[config.mk]
export PLATFORM = sky130hd
export DESIGN_NAME = param_fifo_queue
export DESIGN_NICKNAME = d
export VERILOG_FILES = /design/src/rtl/param_fifo_queue.sv
export SDC_FILE = /design/constraint.sdc
export NUM_CORES = 1
export LEC_CHECK = 0
export BUFFER_PORTS_ARGS = -buffer_cell sky130_fd_sc_hd__buf_2
export CAP_MARGIN = 25
export CORE_UTILIZATION = 50
export CTS_CLUSTER_DIAMETER = 100
export DETAILED_ROUTE_END_ITERATION = 8
export PLACE_DENSITY = 0.75
export SYNTH_ARGS = -nofsm -noshare
export SYNTH_HDL_FRONTEND = slang
export SYNTH_SLANG_ARGS = --single-unit
[constraint.sdc]
create_clock -name clk_in -period 5 [get_ports clk_in]
set_clock_uncertainty 0.1 [all_clocks]
set_input_delay 0.75 -clock clk_in [delete_from_list [all_inputs] [get_ports clk_in]]
set_output_delay 0.75 -clock clk_in [all_outputs]
set_load 0.03 [all_outputs]
[src/rtl/param_fifo_queue.sv]
// First-word-fall-through queue with live occupancy, programmable almost-full/empty
// thresholds, synchronous flush and a per-instance overflow mode (STALL or DROP_OLDEST).
module param_fifo_queue #(
    parameter int    QUEUE_SIZE                 = 16,
    parameter int    QUEUE_PTR_WIDTH_IN_BITS    = 4,
    parameter int    SINGLE_ENTRY_WIDTH_IN_BITS = 32,
    parameter string STORAGE_TYPE               = "LUTRAM",
    parameter string OVERFLOW_MODE              = "STALL"
) (
    input  logic                                 clk_in,
    input  logic                                 reset_in,
    input  logic                                 flush_in,
    input  logic [SINGLE_ENTRY_WIDTH_IN_BITS-1:0] request_in,
    input  logic                                 request_valid_in,
    output logic                                 issue_ack_out,
    output logic [SINGLE_ENTRY_WIDTH_IN_BITS-1:0] request_out,
    output logic                                 request_valid_out,
    input  logic                                 issue_ack_in,
    input  logic [QUEUE_PTR_WIDTH_IN_BITS:0]     almost_full_threshold_in,
    input  logic [QUEUE_PTR_WIDTH_IN_BITS:0]     almost_empty_threshold_in,
    output logic [QUEUE_PTR_WIDTH_IN_BITS:0]     count_out,
    output logic                                 is_empty_out,
    output logic                                 is_full_out,
    output logic                                 almost_full_out,
    output logic                                 almost_empty_out,
    output logic [31:0]                          drop_ctr_out,
    output logic                                 underflow_error_out
);

    localparam int PW = QUEUE_PTR_WIDTH_IN_BITS;
    localparam int CW = QUEUE_PTR_WIDTH_IN_BITS + 1;
    localparam int W  = SINGLE_ENTRY_WIDTH_IN_BITS;
    localparam logic [CW-1:0] FULL_COUNT = CW'(QUEUE_SIZE);
    localparam bit DROP_MODE = (OVERFLOW_MODE == "DROP_OLDEST");

    logic [PW-1:0] head_ptr;
    logic [PW-1:0] tail_ptr;
    logic [CW-1:0] count_q;
    logic [31:0]   drop_ctr_q;
    logic          underflow_q;
    logic [W-1:0]  head_data;

    logic push;
    logic pop;
    logic drop;
    logic head_advance;
    logic underflow_set;

    // Handshake: a write transfers on an edge where request_valid_in and issue_ack_out are
    // both high; a read transfers where request_valid_out and issue_ack_in are both high.
    // A producer may hold valid with ack low indefinitely; flush blocks both directions.
    always_comb begin
        is_empty_out      = (count_q == '0);
        is_full_out       = (count_q == FULL_COUNT);
        request_valid_out = ~is_empty_out;
        if (DROP_MODE) begin
            issue_ack_out = request_valid_in & ~flush_in;
        end else begin
            issue_ack_out = request_valid_in & ~is_full_out & ~flush_in;
        end
        push          = issue_ack_out;
        pop           = issue_ack_in & request_valid_out & ~flush_in;
        // Only a write into a full queue with no consumer pop evicts the oldest entry.
        drop          = DROP_MODE & push & is_full_out & ~pop;
        head_advance  = pop | drop;
        underflow_set = issue_ack_in & ~request_valid_out & ~flush_in;
    end

    if (STORAGE_TYPE == "FLOP") begin : g_flop_store
        (* ram_style = "registers" *) logic [W-1:0] mem [QUEUE_SIZE];
        always_ff @(posedge clk_in) begin
            if (push) begin
                mem[tail_ptr] <= request_in;
            end
        end
        assign head_data = mem[head_ptr];
    end else begin : g_lutram_store
        (* ram_style = "distributed" *) logic [W-1:0] mem [QUEUE_SIZE];
        always_ff @(posedge clk_in) begin
            if (push) begin
                mem[tail_ptr] <= request_in;
            end
        end
        assign head_data = mem[head_ptr];
    end

    always_ff @(posedge clk_in) begin
        if (!reset_in) begin
            head_ptr    <= '0;
            tail_ptr    <= '0;
            count_q     <= '0;
            drop_ctr_q  <= '0;
            underflow_q <= 1'b0;
        end else if (flush_in) begin
            head_ptr <= '0;
            tail_ptr <= '0;
            count_q  <= '0;
        end else begin
            if (push) begin
                tail_ptr <= tail_ptr + PW'(1);
            end
            if (head_advance) begin
                head_ptr <= head_ptr + PW'(1);
            end
            if (push && !head_advance) begin
                count_q <= count_q + CW'(1);
            end else if (!push && head_advance) begin
                count_q <= count_q - CW'(1);
            end
            if (drop && (drop_ctr_q != '1)) begin
                drop_ctr_q <= drop_ctr_q + 32'd1;
            end
            if (underflow_set) begin
                underflow_q <= 1'b1;
            end
        end
    end

    assign request_out         = request_valid_out ? head_data : '0;
    assign count_out           = count_q;
    assign almost_full_out     = (count_q >= almost_full_threshold_in);
    assign almost_empty_out    = (count_q <= almost_empty_threshold_in);
    assign drop_ctr_out        = drop_ctr_q;
    assign underflow_error_out = underflow_q;

endmodule

* Word level (Yosys, flattened, before mapping) *
Memory sizes are Yosys's and may differ from the RTL's. A register that Yosys moved wholly into a read port is not among the register bits.
Cells that the tools add are included.

cells by class
  add/sub/neg operators = 4
  order comparisons = 2
  equality and inequality tests = 1
  multiplexer cells = 7
  bitwise operators = 10
  reductions and logical operators = 8

operators by type and width
  operator                                          count
  two-way mux 32 bit                                1
  two-way mux 5 bit                                 2
  adder 4 x 1 -> 4 bit, second input constant       2
  two-way mux 4 bit                                 2
  AND 1 bit                                         6
  adder 5 x 1 -> 5 bit, second input constant       1
  == test 5 bit, second input constant              1
  greater-or-equal comparator 5 bit                 1
  <= comparator 5 bit                               1
  zero test 5 bit                                   1
  subtractor 5 x 1 -> 5 bit, second input constant  1
  inverter 1 bit                                    4
  logical AND 1 bit                                 2
  zero test 1 bit                                   2
  two-way mux 1 bit                                 2
  AND reduction 2 bit                               1
  nonzero test 2 bit                                1
  OR reduction 2 bit                                1

storage, ports and cells
  bits in registers = 14
  memory bits (writable) = 512
  bits of input ports = 47
  logic and storage cells = 37
  memories = 1

memory list
  name                words  width  rd ports  clocked after memory_dff  wr ports  RTL line  source
  g_lutram_store.mem  16     32     1         1                         1         78        (* ram_style = "distributed" *) logic [W-1:0] mem [QUEUE_SIZE];

* Longest topological paths before layout *
Gate-level depths: netlist (run 1).

  depth after elaboration = 8
  gate-level depth with buffers = 9

* Least setup slack after synthesis (run 1) *
Ideal clock, no wire load.

  path kind = reg2reg
  start = register count_q[1], in the netlist count_out[1]
  end = memory g_lutram_store.mem[0][0] in the netlist's numbering, enable pin
  arrival time = 4.322 ns
  required time = 4.439 ns
  path slack = 0.117 ns
  cell stages (with the launch flop) = 5
  clock period less this slack = 4.883 ns
  path through = dfxtp_1 > nor4_1 > a211oi_1 > nand2_1 > nor3_1

on the way
  word-level cells in the longest chain between the ends = 6

RTL lines
  item                                     RTL line  source
  from (decl)                              38        logic [CW-1:0] count_q;
  from (signal assigned)                   106       count_q <= count_q + CW'(1);
  from (signal assigned)                   108       count_q <= count_q - CW'(1);
  == test 5 bit                            54        is_full_out = (count_q == FULL_COUNT);
  inverter 1 bit                           59        issue_ack_out = request_valid_in & ~is_full_out & ~flush_in;
  AND 1 bit (2 in a row)                   59
  net issue_ack_out                        15        output logic issue_ack_out,
  two-way mux 1 bit                        80        if (push) begin
  two-way mux 1 bit (not written as such)  81        mem[tail_ptr] <= request_in;
  to (decl)                                78

The timed path passes the listed nets, and every way through them passes these cells.

* Final worst setup path (run 1) *
  start = register count_q[2], in the netlist count_out[2]
  end = output request_out[23]

on the way
  word-level cells in the longest chain between the ends = 2

RTL lines
  item                RTL line  source
  zero test 5 bit     53        is_empty_out = (count_q == '0);
  two-way mux 32 bit  119       assign request_out = request_valid_out ? head_data : '0;
  to (decl)           16        output logic [SINGLE_ENTRY_WIDTH_IN_BITS-1:0] request_out,

No other way between the ends.

==> flow_summary.json, run 1 <==
{
  "status": "finished with violations",
  "violations": "DRC",
  "yosys.area_share.xor_xnor_pct": 0.293,
  "power.total_uw": 8960,
  "synth_top_area_share_pct": 73.5,
  "nets": 1162,
  "synth.avg_cell_area_sq_um": 21.6,
  "cts.clk_slew.worst_paths_ns": 0.06,
  "rsz0062_at_grt": "false",
  "tightest_slew_ns": 0.913,
  "ctsResizeCount": 0,
  "synthCells": 969,
  "ys_seq_area_share_pct": 75.2,
  "place.gp.congestion": 0.741,
  "finalSetupViolations": 0,
  "routed_via_density": 5.82,
  "htree_levels": 2,
  "die_height_microns": 207,
  "slowest_delay_ns": 0.62,
  "ys_ff_latch": 530,
  "overflow": 0,
  "leakage_uw": 0.00755,
  "synth_simple_gate_area_share_pct": 2.52,
  "worstPathArrival_ns": 3.15,
  "ff2ff_setup_slack_ns": 1.74,
  "synthMuxAreaShare_pct": 15.7,
  "place_area_sq_mm": 0.0221,
  "rows": 74,
  "numClockSinks": 530,
  "fp.dieArea_sq_mm": 0.0427,
  "num_vias": 9684,
  "fin_ws_ns": 0.998,
  "antenna_found_initial": 1,
  "clkLatencyLatePin_ns": 0.55,
  "wire_per_inst_microns": 24.5,
  "ys_top_cells_by_area": "edfxtp_1 (73%), mux4_2 (14%), dfxtp_1 (1.7%)",
  "worstPathCellList": "or4_4, o211ai_4, buf_4, nor2b_1, a221o_1, buf_2",
  "drive_above_1_share_pct": 32.2,
  "reg2regPathDepth": 5,
  "n_antenna_cell": 0,
  "place.port_buffers": 90,
  "period_share_pct": 80.0,
  "stdcell_area_sq_mm": 0.0236,
  "ys.warnings.count": 0,
  "hold_viol": 0,
  "cts_hold_buf": 0,
  "cpMaxStageDelayCell": "or4_4",
  "synthAdderAreaFrac_pct": 1.23,
  "cts_tree": "yes",
  "gr-usage-all-layers_pct": 19.7,
  "crit_path_end_kind": "output pin",
  "synth_cell_types": 40,
  "ir_drop_v": 0.000255,
  "hold_path_depth": 2,
  "drv_slew": 0,
  "relSlewSlack_pct": 39.0,
  "worstSetupStartpointType": "register",
  "postCtsSetupRepairBufs": 0,
  "cts_buffers": 50,
  "ios": 123,
  "cts.path.max_buffers": 3,
  "grt_pass1_vias": 10000,
  "drt_iter0_drc": 757,
  "clockRootBuffer": "clkbuf_16",
  "grt_max_degree": 53,
  "finalSetupTns_ns": 0,
  "max_freq_ghz": 0.250,
  "area_growth_pct": 13.0,
  "drc_errors": 9,
  "power_density_mw_per_mm2": 379,
  "firstDrtPassIters": 7,
  "synth_area_leader_cell": "edfxtp_1",
  "hold_path_class": "in -> reg",
  "start_util_pct": 51.0,
  "min_period_ns": 4.00,
  "ant_nets": 0,
  "core_area_sq_mm": 0.0410,
  "required_ns": 4.15,
  "path_class": "reg -> out",
  "grt_pass1_wl_microns": 61600,
  "synth_top_family_by_area": "multiplexers",
  "place_ws_ns": 1.55,
  "synth_compound_area_share_pct": 2.28,
  "worstPathMaxFanout": 17,
  "fin_util_pct": 57.6,
  "drt-total-wl_microns": 40800,
  "max-cap-violations": 0,
  "hpwl_microns": 23600,
  "syn_area_sq_mm": 0.0209,
  "die_w_microns": 207
}
==> flip-flops by register name, indices dropped and copies added (netlist names), named ones only <==
| name | flops |
|---|---|
| count_out | 5 |
| tail_ptr | 4 |
| underflow_error_out | 1 |
| head_ptr | 4 |
| g_lutram_store.mem | 512 |
==> critical path: cells and delay by family, from the launching register on <==
kind | cells | cell delay [ns]
compound gates | 2 | 0.88
buf+inv | 2 | 0.61
flops | 1 | 0.39
simple gates | 2 | 0.70
==> per-layer routing <==
layer  vias to the layer above  GRT usage (%)  share of wire, %
li1                       4194              -                 -
met1                      5087           27.6                42
met2                       340           32.1                50
met3                        61           3.75               6.6
met4                         2           4.96               1.8
met5                         -              0             0.027
==> worst paths after layout <==
path / endpoint / start
worst max-delay path: request_out[23] / count_out[2]
worst min-delay path: underflow_error_out / reset_in
worst max register to register: g_lutram_store.mem[9][13] / count_out[3]
worst min register to register: register / head_ptr[3]
==> Yosys cell counts <==
| cell | instances |
|---|---|
| edfxtp_1 | 512 |
| mux4_2 | 128 |
| nor2b_1 | 36 |
| a221o_1 | 32 |
| buf_4 | 32 |
| mux2_2 | 32 |
| nor2_1 | 32 |
| buf_2 | 22 |
| ha_1 | 19 |
| dfxtp_1 | 18 |
| inv_1 | 16 |
| buf_6 | 10 |
| nand2_1 | 10 |
| a21oi_1 | 8 |
| buf_1 | 7 |
| clkbuf_1 | 7 |
| nand2b_1 | 5 |
| nand3_1 | 5 |
| xor2_1 | 5 |
| mux2i_1 | 4 |
| nor3_1 | 4 |
| a21o_1 | 3 |
| o211ai_1 | 2 |
| o21ai_0 | 2 |
| or4_1 | 2 |
| xnor2_1 | 2 |
| a2111oi_0 | 1 |
| a211o_1 | 1 |
| a211oi_1 | 1 |
| conb_1 | 1 |
| fa_1 | 1 |
| nand4b_1 | 1 |
| nor2_8 | 1 |
| nor3b_1 | 1 |
| nor4_1 | 1 |
| o211ai_4 | 1 |
| o21a_1 | 1 |
| o21ai_2 | 1 |
| o22ai_1 | 1 |
| or4_4 | 1 |
==> layout by cell type (no fill, tap or decap), types with 2 or more instances in the layout <==
cell and instances:
clkinv_1 11, or4_1 2, inv_1 16, a21o_1 3, edfxtp_1 512, ha_1 19
nand3_1 5, bufinv_16 3, buf_16 3, xnor2_1 2, o21ai_0 2, xor2_1 5
a221o_1 32, a21oi_1 8, o211ai_1 2, nor2b_1 36, buf_2 90, nor2_4 13
clkinv_2 3, dfxtp_1 15, mux4_2 128, nand2b_1 5, nand2_1 10, nor3_2 4
buf_4 22, clkbuf_1 19, mux2_2 32, clkbuf_16 51, buf_12 5, conb_1 32
dfxtp_4 3, nor2_1 19, mux2i_1 4
==> logic make-up (layout without fill, tap and decap cells) <==
| kind of cell | count (synthesis) | count (layout) |
|---|---|---|
| fa+ha+maj | 20 | 20 |
| simple gates | 99 | 99 |
| flops | 530 | 530 |
| other cells | 1 | 32 |
| mux | 164 | 164 |
| compound gates | 54 | 54 |
| buf+inv | 94 | 226 |
| xor+xnor | 7 | 7 |
==> report_power, final <==
group	switching (uW)	total (uW)	internal (uW)
sequential	19.7	4910	4890
combinational	340	509	170
clock	1520	3540	2020
total	1880	8960	7080
==> cell type report <==
cell class / instances / area, sq um
fill: 2939 / 17400
clock inverter: 19 / 163
tap: 532 / 666
clock buffer: 70 / 1350
timing repair buffer: 121 / 810
inverter: 16 / 60.1
sequential: 530 / 15700
multi-input combinational: 376 / 4850
==> metrics by stage <==
stage / cells / hold slack (ns)
after floorplan: 1000 / 0.359
after global placement: 1571 / 0.363
after detailed placement: 1575 / 0.376
after CTS: 1664 / 0.326
after global routing: 1664 / 0.347
final: 1664 / 0.352
Power figures use the tool's default switching activity.
==> inputs of run 2 (changes only) <==
==> constraint.sdc (replaced) <==
create_clock -name clk_in -period 3.7 [get_ports clk_in]
set_clock_uncertainty 0.1 [all_clocks]
set_input_delay 0.555 -clock clk_in [delete_from_list [all_inputs] [get_ports clk_in]]
set_output_delay 0.555 -clock clk_in [all_outputs]
set_load 0.03 [all_outputs]
==> run 2 against run 1 <==
The run still ends with DRC left. Highest routed layer unchanged. Clock power grew 45%. Utilization grew 0.68 points. Wire length increased by 3.1%. Register-to-register slack got worse by 1.1 ns. Cell count up 0.72%. Design area rose by 1.2%. Total power increased by 39%.
==> flow_summary.json, run 2 (synthesis gave the netlist of run 1 again) <==
{
  "drc_errors": 6,
  "rsz0062_at_grt": "false",
  "worstSetupStartpointType": "register",
  "clkLatencyLatePin_ns": 0.57,
  "cts_hold_buf": 0,
  "tightest_slew_ns": 0.775,
  "fp.dieArea_sq_mm": 0.0427,
  "cts_buffers": 52,
  "cts.path.max_buffers": 3,
  "status": "finished with violations",
  "hold_start": "reset_in",
  "layout_commonest_cell": "edfxtp_1",
  "area_growth_pct": 14.3,
  "max_freq_ghz": 0.278,
  "hold_viol": 0,
  "numClockSinks": 530,
  "place.port_buffers": 90,
  "drive_above_1_share_pct": 33.1,
  "worstPathArrival_ns": 2.94,
  "largest_reg_flops": 512,
  "final_cell_mix": "edfxtp_1 (512), mux4_2 (128), buf_2 (90), clkbuf_16 (52), nor2b_1 (36)",
  "max_flop_register": "g_lutram_store.mem",
  "path_depth": 6,
  "ir_drop_v": 0.000317,
  "gr-usage-all-layers_pct": 20.5,
  "slowest_delay_ns": 0.65,
  "drt_iter0_drc": 848,
  "fin_util_pct": 58.3,
  "grt_pass1_wl_microns": 63100,
  "cp_top_family": "simple AND/OR/NAND/NOR gates",
  "worstPathCellList": "or4_4, o211ai_4, buf_4, nor2b_1, a221o_1, buf_2",
  "power_density_mw_per_mm2": 520,
  "nets": 1170,
  "grt_max_degree": 48,
  "firstDrtPassIters": 7,
  "ios": 123,
  "place.gp.congestion": 0.757,
  "timing.rr.start": "count_out[1]",
  "die_height_microns": 207,
  "fin_ws_ns": 0.104,
  "crit_buf_inv": 2,
  "reg2regPathDepth": 8,
  "postCtsSetupRepairBufs": 0,
  "clockRootBuffer": "clkbuf_16",
  "cts.clk_slew.worst_paths_ns": 0.06,
  "place_ws_ns": 0.654,
  "period_share_pct": 97.2,
  "htree_levels": 2,
  "num_vias": 9835,
  "max-cap-violations": 0,
  "grtUsageMet2_pct": 32.9,
  "cts_tree": "yes",
  "met1_usage_pct": 29.2,
  "routed_via_density": 5.87,
  "hold_path_class": "in -> reg",
  "core_area_sq_mm": 0.0410,
  "drt-total-wl_microns": 42100,
  "relSlewSlack_pct": 48.4,
  "hpwl_microns": 24100,
  "grt_busiest_layer": "met2",
  "violations": "DRC",
  "n_antenna_cell": 0,
  "antenna_found_initial": 2,
  "die_w_microns": 207,
  "ff2ff_setup_slack_ns": 0.63,
  "grt_pass1_vias": 10200,
  "path_class": "reg -> out",
  "cpMaxStageDelayCell": "or4_4",
  "leakage_uw": 0.00765,
  "required_ns": 3.04,
  "endpoint": "request_out[0]",
  "start_util_pct": 51.0,
  "worstPathMaxFanout": 32,
  "r2r_end": "count_out[4]",
  "overflow": 0,
  "finalSetupTns_ns": 0,
  "finalSetupViolations": 0,
  "drv_slew": 0,
  "rows": 74,
  "wire_per_inst_microns": 25.1,
  "gr-usage-met3_pct": 3.55,
  "min_period_ns": 3.60,
  "crit_path_start": "count_out[1]",
  "crit_path_end_kind": "output pin",
  "ctsResizeCount": 0,
  "ant_nets": 0
}
==> run 2: report_power, final <==
| part | internal [uW] | switching [uW] | total, uW |
|---|---|---|---|
| Sequential | 6610 | 20.0 | 6630 |
| Clock | 3000 | 2120 | 5120 |
| Combinational | 223 | 468 | 691 |
| Total | 9830 | 2610 | 12400 |
==> run 2: worst min-delay path by stage <==
stage / to / slack, ns / cells past startpoint
after floorplan: register / 0.36 / 2
after global placement: register / 0.37 / 2
after detailed placement: register / 0.38 / 2
after CTS: underflow_error_out / 0.11 / 2
after global routing: underflow_error_out / 0.14 / 2
final: underflow_error_out / 0.14 / 2
==> run 2: layout make-up <==
cell class	count	area (sq um)
inverter	16	60.1
fill	2885	17100
clock inverter	30	303
timing repair buffer	127	928
clock buffer	65	1350
tap	532	666
multi-input combinational	376	4870
sequential	530	15700
==> run 2: metal layers <==
layer,vias to the layer above,routed length [microns]
met5,-,26
met4,4,833
met3,64,2870
met2,382,20700
met1,5164,17600
li1,4221,-
==> run 2: metrics by stage <==
step	hold slack, ns	instances	total power, uW	area [sq um]
finish	0.142	1676	12400	23900
global route	0.141	1676	12800	23900
CTS	0.114	1676	12500	23900
detailed placement	0.377	1581	7450	22300
global placement	0.367	1581	7440	22300
floorplan	0.359	1000	7220	21100
==> inputs of run 3 (changes only) <==
--- a/config.mk
+++ b/config.mk
@@ -10,6 +10,7 @@
 export CORE_UTILIZATION = 50
 export CTS_CLUSTER_DIAMETER = 100
 export DETAILED_ROUTE_END_ITERATION = 8
+export MAX_ROUTING_LAYER = met4
 export PLACE_DENSITY = 0.75
 export SYNTH_ARGS = -nofsm -noshare
 export SYNTH_HDL_FRONTEND = slang
==> run 3 against run 2 <==
The run still ends with DRC left. Design area is essentially flat. Cell count increased by 0.12%. Die area unchanged. Total power barely moved. Clock power about the same. Non-clock buffer count unchanged. Sequential cell count is the same. Sequential share of layout area about the same.
==> flow_summary.json, run 3 (synthesis gave the netlist of run 1 again) <==
{
  "status": "finished with violations",
  "violations": "DRC",
  "relSlewSlack_pct": 48.5,
  "grt_pass1_wl_microns": 63100,
  "leakage_uw": 0.00765,
  "num_vias": 9897,
  "switchingPower_uw": 2620,
  "grt_max_degree": 48,
  "n_fill_cell": 2884,
  "min_period_ns": 3.61,
  "fp.dieArea_sq_mm": 0.0427,
  "power_frac_comb_pct": 5.6,
  "antenna_found_initial": 2,
  "core_area_sq_mm": 0.0410,
  "worstSetupStartpointType": "register",
  "place_area_sq_mm": 0.0223,
  "drive_above_1_share_pct": 33.1,
  "ctsResizeCount": 0,
  "firstDrtPassIters": 7,
  "power_density_mw_per_mm2": 520,
  "wire_per_inst_microns": 25.1,
  "start_util_pct": 51.0,
  "hold_viol": 0,
  "stdcell_area_sq_mm": 0.0239,
  "ant_nets": 0,
  "period_share_pct": 97.5,
  "cts_tree": "yes",
  "drv_slew": 0,
  "rows": 74,
  "postCtsSetupRepairBufs": 0,
  "cts.clk_slew.worst_paths_ns": 0.06,
  "max-cap-violations": 0,
  "p_sw_share_pct": 21.0,
  "place_ws_ns": 0.654,
  "seqPwrFrac_pct": 53.2,
  "largest_reg_flops": 512,
  "drt-total-wl_microns": 42100,
  "hold_path_depth": 2,
  "path_class": "reg -> out",
  "place.port_buffers": 90,
  "htree_levels": 2,
  "drt_iter0_drc": 963,
  "nets": 1170,
  "grt_pass1_vias": 10200,
  "worstPathMaxFanout": 32,
  "p_clk_share_pct": 41.2,
  "max_flop_register": "g_lutram_store.mem",
  "final_cell_mix": "edfxtp_1 (512), mux4_2 (128), buf_2 (90), clkbuf_16 (52), nor2b_1 (36)",
  "crit_path_end_kind": "output pin",
  "gr-usage-all-layers_pct": 21.1,
  "max_freq_ghz": 0.277,
  "reg2regPathDepth": 8,
  "routed_via_density": 5.90,
  "fin_ws_ns": 0.0923,
  "finalSetupTns_ns": 0,
  "hpwl_microns": 24100,
  "clkLatencyLatePin_ns": 0.57,
  "hold_path_class": "in -> reg",
  "die_height_microns": 207,
  "drc_errors": 6,
  "area_growth_pct": 14.4,
  "finalSetupViolations": 0,
  "overflow": 0,
  "cts_hold_buf": 0,
  "numClockSinks": 530,
  "cts.path.max_buffers": 3,
  "required_ns": 3.04,
  "layout_commonest_cell": "edfxtp_1",
  "worstPathArrival_ns": 2.95,
  "clockRootBuffer": "clkbuf_16",
  "ios": 123,
  "place.gp.congestion": 0.767,
  "die_w_microns": 207,
  "rsz0062_at_grt": "false",
  "ir_drop_v": 0.000316,
  "tightest_slew_ns": 0.772,
  "p_int_uw": 9830,
  "cts_buffers": 52
}
## run 3: cell types whose count changed in the layout (fill, tap and decap cells not counted), sizes merged
cell   before  now
diode       0    2
## run 3: critical path, stage by stage, from the launching register on
cell	delay, ns
dfxtp_1	0.38
or4_4	0.65
o211ai_4	0.18
buf_4	0.46
nor2b_1	0.17
a221o_1	0.33
buf_2	0.19
## run 3: cell type report
| type | instances | area [sq um] | share of cell area [%] |
|---|---|---|---|
| antenna | 2 | 5.00 | 0.0209 |
| clock buffer | 65 | 1350 | 5.64 |
| clock inverter | 30 | 303 | 1.27 |
| inverter | 16 | 60.1 | 0.251 |
| multi-input combinational | 376 | 4870 | 20.3 |
| sequential | 530 | 15700 | 65.8 |
| tap | 532 | 666 | 2.78 |
| timing repair buffer | 127 | 928 | 3.88 |
## run 3: stage by stage
stage	total power [uW]	hold WS, ns	std cells	util, %
4_1_cts	12500	0.114	1676	58.3
3_5_place_dp	7450	0.377	1581	54.3
2_1_floorplan	7220	0.359	1000	-
6_report	12400	0.144	1678	58.3
5_1_grt	12800	0.141	1678	58.3
3_3_place_gp	7440	0.367	1581	54.3
## run 3: path summary, 6_finish.rpt
| kind | start | to | slack, ns |
|---|---|---|---|
| worst max register to register | count_out[1] | count_out[4] | 0.65 |
| worst min-delay path | reset_in | underflow_error_out | 0.14 |
| worst max-delay path | count_out[1] | request_out[0] | 0.09 |
| worst min register to register | head_ptr[3] | register | 0.38 |
## run 3: per-layer routing
layer	track usage [%]	vias to the layer above	share of wire [%]
met3	3.52	62	7.2
met5	-	-	0
met4	5.78	0	2.0
met2	32.9	420	49
met1	29.2	5199	42
li1	-	4216	-
## run 3: power by group through the flow
| stage | combinational (uW) | sequential, uW | clock [uW] |
|---|---|---|---|
| after global routing | 744 | 6630 | 5430 |
| final | 692 | 6630 | 5130 |
| after floorplan | 460 | 6760 | 0 |
| after global placement | 684 | 6750 | 0 |
| after detailed placement | 696 | 6750 | 0 |
| after CTS | 700 | 6630 | 5210 |
